[src/rtl/sram_arbiter_2p.sv]
// Two-requester round-robin arbiter that sequences single commands into one SRAM controller
// and returns ack / read data to the winner, with a watchdog on the ready handshake.
module sram_arbiter_2p #(
  parameter int unsigned AW      = 18,
  parameter int unsigned DW      = 16,
  parameter int unsigned TIMEOUT = 64
) (
  input  logic          clk,
  input  logic          reset,
  input  logic          req0,
  input  logic          rw0,
  input  logic [AW-1:0] addr0,
  input  logic [DW-1:0] wdata0,
  input  logic          req1,
  input  logic          rw1,
  input  logic [AW-1:0] addr1,
  input  logic [DW-1:0] wdata1,
  output logic          ack0,
  output logic          ack1,
  output logic [DW-1:0] rdata,
  output logic          err,
  output logic          busy,
  output logic          mem,
  output logic          rw,
  output logic [AW-1:0] addr,
  output logic [DW-1:0] data_f2s,
  input  logic          ready,
  input  logic [DW-1:0] data_s2f_r
);

  localparam int unsigned CntW = (TIMEOUT > 2) ? $clog2(TIMEOUT) : 1;
  localparam logic [CntW-1:0] CntMax = CntW'(TIMEOUT - 1);

  typedef enum logic [2:0] {
    StIdle,
    StIssue,
    StWaitLo,
    StWaitHi,
    StDone
  } state_e;

  state_e          state_q;
  logic            last_q;
  logic            winner_q;
  logic [CntW-1:0] cnt_q;

  logic grant_any;
  logic grant_sel;

  // Under contention the port that was not served last wins.
  always_comb begin
    grant_any = req0 | req1;
    grant_sel = (req0 && req1) ? ~last_q : req1;
  end

  always_ff @(posedge clk) begin
    if (reset) begin
      state_q  <= StIdle;
      last_q   <= 1'b1;
      winner_q <= 1'b0;
      cnt_q    <= '0;
      mem      <= 1'b0;
      rw       <= 1'b1;
      addr     <= '0;
      data_f2s <= '0;
      ack0     <= 1'b0;
      ack1     <= 1'b0;
      rdata    <= '0;
      err      <= 1'b0;
      busy     <= 1'b0;
    end else begin
      mem  <= 1'b0;
      ack0 <= 1'b0;
      ack1 <= 1'b0;
      err  <= 1'b0;
      unique case (state_q)
        StIdle: begin
          if (ready && grant_any) begin
            winner_q <= grant_sel;
            rw       <= grant_sel ? rw1 : rw0;
            addr     <= grant_sel ? addr1 : addr0;
            data_f2s <= grant_sel ? wdata1 : wdata0;
            mem      <= 1'b1;
            busy     <= 1'b1;
            state_q  <= StIssue;
          end
        end
        StIssue: begin
          cnt_q   <= '0;
          state_q <= StWaitLo;
        end
        StWaitLo: begin
          if (!ready) begin
            cnt_q   <= '0;
            state_q <= StWaitHi;
          end else if (cnt_q == CntMax) begin
            ack0    <= ~winner_q;
            ack1    <= winner_q;
            err     <= 1'b1;
            state_q <= StDone;
          end else begin
            cnt_q <= cnt_q + CntW'(1);
          end
        end
        StWaitHi: begin
          if (ready) begin
            if (rw) begin
              rdata <= data_s2f_r;
            end
            ack0    <= ~winner_q;
            ack1    <= winner_q;
            state_q <= StDone;
          end else if (cnt_q == CntMax) begin
            ack0    <= ~winner_q;
            ack1    <= winner_q;
            err     <= 1'b1;
            state_q <= StDone;
          end else begin
            cnt_q <= cnt_q + CntW'(1);
          end
        end
        StDone: begin
          last_q  <= winner_q;
          busy    <= 1'b0;
          state_q <= StIdle;
        end
        default: begin
          busy    <= 1'b0;
          state_q <= StIdle;
        end
      endcase
    end
  end

endmodule

[config.mk]
export PLATFORM = sky130hd
export DESIGN_NAME = sram_arbiter_2p
export DESIGN_NICKNAME = d
export VERILOG_FILES = /design/src/rtl/sram_arbiter_2p.sv
export SDC_FILE = /design/constraint.sdc
export NUM_CORES = 1
export LEC_CHECK = 0
export BUFFER_PORTS_ARGS = -buffer_cell sky130_fd_sc_hd__buf_2
export CORE_ASPECT_RATIO = 1.5
export CORE_MARGIN = 2
export CORE_UTILIZATION = 42
export DETAILED_ROUTE_END_ITERATION = 10
export HOLD_SLACK_MARGIN = 0.1
export PLACE_DENSITY = 0.77
export REMOVE_ABC_BUFFERS = 1
export SYNTH_ARGS = -nofsm -noshare
export SYNTH_HDL_FRONTEND = slang
export SYNTH_SLANG_ARGS = --single-unit
[constraint.sdc]
create_clock -name clk -period 1.69 [get_ports clk]
set_clock_uncertainty 0.15 [all_clocks]
set_input_delay 0.0845 -clock clk [delete_from_list [all_inputs] [get_ports clk]]
set_output_delay 0.0845 -clock clk [all_outputs]
set_load 0.01 [all_outputs]
==> run_results.csv <==
group,metric,value,unit
status,status,"finished clean",
worst_setup_path,end_kind,"register",
worst_setup_path,startpoint_type,"register",
timing,finalHoldViolations,0,
placed_design,gp_congestion,0.870,
grt,antenna_found_initial,0,
logic_synthesis,synthCells,356,
placed_design,placed_cell_area,0.00393,mm²
detailed_routing,drc,0,
worst_setup_path,cp.required,1810,ps
grt,grt_pass1_wl,15800,µm
power,p_leak,2.28,nW
detailed_routing,vias,3585,
die,dieWidth,74.1,µm
timing,setup_viol,0,
clock_network,root_buffer,"clkbuf_8",
grt,grt_usage,25.7,%
clock_network,cts.sinks,67,
logic_synthesis,yosysWarnings,0,
clock_network,cts_buffer_depth,2,
die,core_area,0.00718,mm²
timing,holdWs,163,ps
clock_network,numCtsBuffers,9,
logic_synthesis,yosys.area.top_type,"dfxtp_1",
grt,grt_max_degree,38,
placed_design,io_buffer_count,146,
logic_synthesis,synth_seq_cells,67,
detailed_routing,wire_per_inst,15.3,µm
hold_path,min_path_type,"input pin to register",
logic_synthesis,synthTopCellsByArea,"dfxtp_1, a311oi_2, nand2_1",
placed_design,dpl.hpwl,5740,µm
timing,worst_pin_slew,393,ps
detailed_routing,vias_per_cell,5.11,
logic_synthesis,synth_most_common_cell,"nand2_1",
power,ir_drop,0.601,mV
clock_network,ctsHtreeMaxLevel,3,
grt,grt_overflow,0,
logic_synthesis,async_reset_ff_share,0,%
timing,tns,0,ps
timing,maxSlewViolCount,0,
die,initial_core_util,43.1,%
logic_synthesis,synth_area,0.00310,mm²
logic_synthesis,syn_area_per_cell,8.70,µm²
die,dieArea,0.00809,mm²
timing,period_share,96.3,%
clock_network,path_clk_slew,70,ps
logic_synthesis,yosys.area.top_type_share,43.3,%
die,fp-row-count,38,
final_layout,nFillCells,525,
final_layout,fin_util,71.9,%
power,finalPower,4.15,mW
worst_setup_path,critPathKind,"register to register",
detailed_routing,first_iter_violations,206,
timing,timing.slew.headroom,73.8,%
logic_synthesis,ys_types,47,
die,fp.dieH,109,µm
power,power_density,804,mW/mm²
grt,grt_pass1_vias,3556,
detailed_routing,first_pass_iters,4,
final_layout,fin_area,0.00516,mm²
detailed_routing,ant_nets,0,
worst_setup_path,crit_arrival,1750,ps
logic_synthesis,synth_ff_type,"dfxtp_1",
hold_path,hold_depth,4,
die,io_pins,147,
clock_network,clk_latency,350,ps
detailed_routing,drt-total-wl,10700,µm
final_layout,antenna_cells,0,
logic_synthesis,synth.top_cells.by_count,"nand2_1, dfxtp_1, nor2_1",
timing,max_freq,614,MHz
clock_network,cts_tree,"yes",
worst_setup_path,r2r_cells,4,
final_layout,fin_nets,688,
timing,min_period,1630,ps
final_layout,drive_gt1_share,37.4,%
logic_synthesis,ys_seq_area_share,43.3,%
worst_setup_path,crit_fanout,9,
logic_synthesis,synth_edf_count,0,
timing,rsz0062_at_grt,"false",
run,maxCapViolations,0,
final_layout,syn2layout_area_growth,66.7,%
registers in the layout, summed over array words and instances, names as in the netlist:
| name | count |
|---|---|
| mem | 1 |
| ack0 | 1 |
| last_q | 1 |
| winner_q | 1 |
| state_q | 3 |
| cnt_q | 6 |
| busy | 1 |
| ack1 | 1 |
| err | 1 |
| rw | 1 |
| rdata | 16 |
| addr | 18 |
| data_f2s | 16 |
layout make-up:
type / instances / area, µm² / share of cell area [%]
timing repair buffer: 257 / 1900 / 36.7
multi-input combinational: 260 / 1600 / 31.0
sequential: 67 / 1340 / 26.0
clock buffer: 10 / 138 / 2.67
tap: 100 / 125 / 2.42
clock inverter: 6 / 55.1 / 1.07
inverter: 1 / 3.75 / 0.0727
where the power goes:
group	switching [mW]	internal, mW	total, mW
clock	0.606	0.708	1.31
sequential	0.0703	1.69	1.76
combinational	0.514	0.560	1.07
cells in the final DEF (no fill, tap or decap), drive strengths merged, types with 3 or more instances in the layout:
master / instances
and3: 4
nor2b: 4
buf: 163
dlygate4sd3: 90
and2: 3
nor2: 42
a21oi: 21
nand2: 108
nand3: 4
nor3: 6
a311oi: 34
and3b: 3
dfxtp: 67
clkinv: 5
clkbuf: 14
logic make-up (layout without fill, tap and decap cells):
kind of cell	Yosys count	count (layout)	synth area share, %
buffers and inverters	29	274	5.74
AND/OR/NAND/NOR	185	185	25.8
flip-flops	67	67	43.3
XOR/XNOR	2	2	0.566
multiplexers	2	2	0.646
AO/OA/AOI/OAI	69	69	23.2
adder cells (fa/ha/maj)	2	2	0.727
stage by stage:
step	cells	setup WS (ps)
after detailed placement	589	34.7
after global placement	589	69.5
after CTS	695	17.6
final	701	62.5
after global routing	701	8.02
after floorplan	328	-1270
per-layer routing:
layer  part of all wire (%)  global-route usage [%]
met2                     52                    45.2
met1                     37                    26.8
met5                      0                       0
met4                    4.1                    15.2
met3                    6.5                    6.28
critical path, cell delays in order (launching register included):
cell           delay (ps)
dfxtp_2               360
nor3b_1               220
dlygate4sd3_1         590
o21bai_1               70
a21boi_0              160
final timing paths:
path | slack [ps] | endpoint | start
max | 60 | state_q[0] | state_q[1]
min | 160 | state_q[1] | ready
max reg2reg | 60 | state_q[0] | state_q[1]
min reg2reg | 300 | rdata[0] | rdata[0]
repair_timing:
| item | 4_1_cts | 5_1_grt |
|---|---|---|
| resized for setup | 0 | 8 |
| buffers inserted | 0 | 2 |
| setup endpoints to repair | 0 | 28 |
| hold buffers | 90 | 0 |
| hold endpoints to repair | 59 | 0 |
Note: power is estimated with default switching activity, not from simulation.
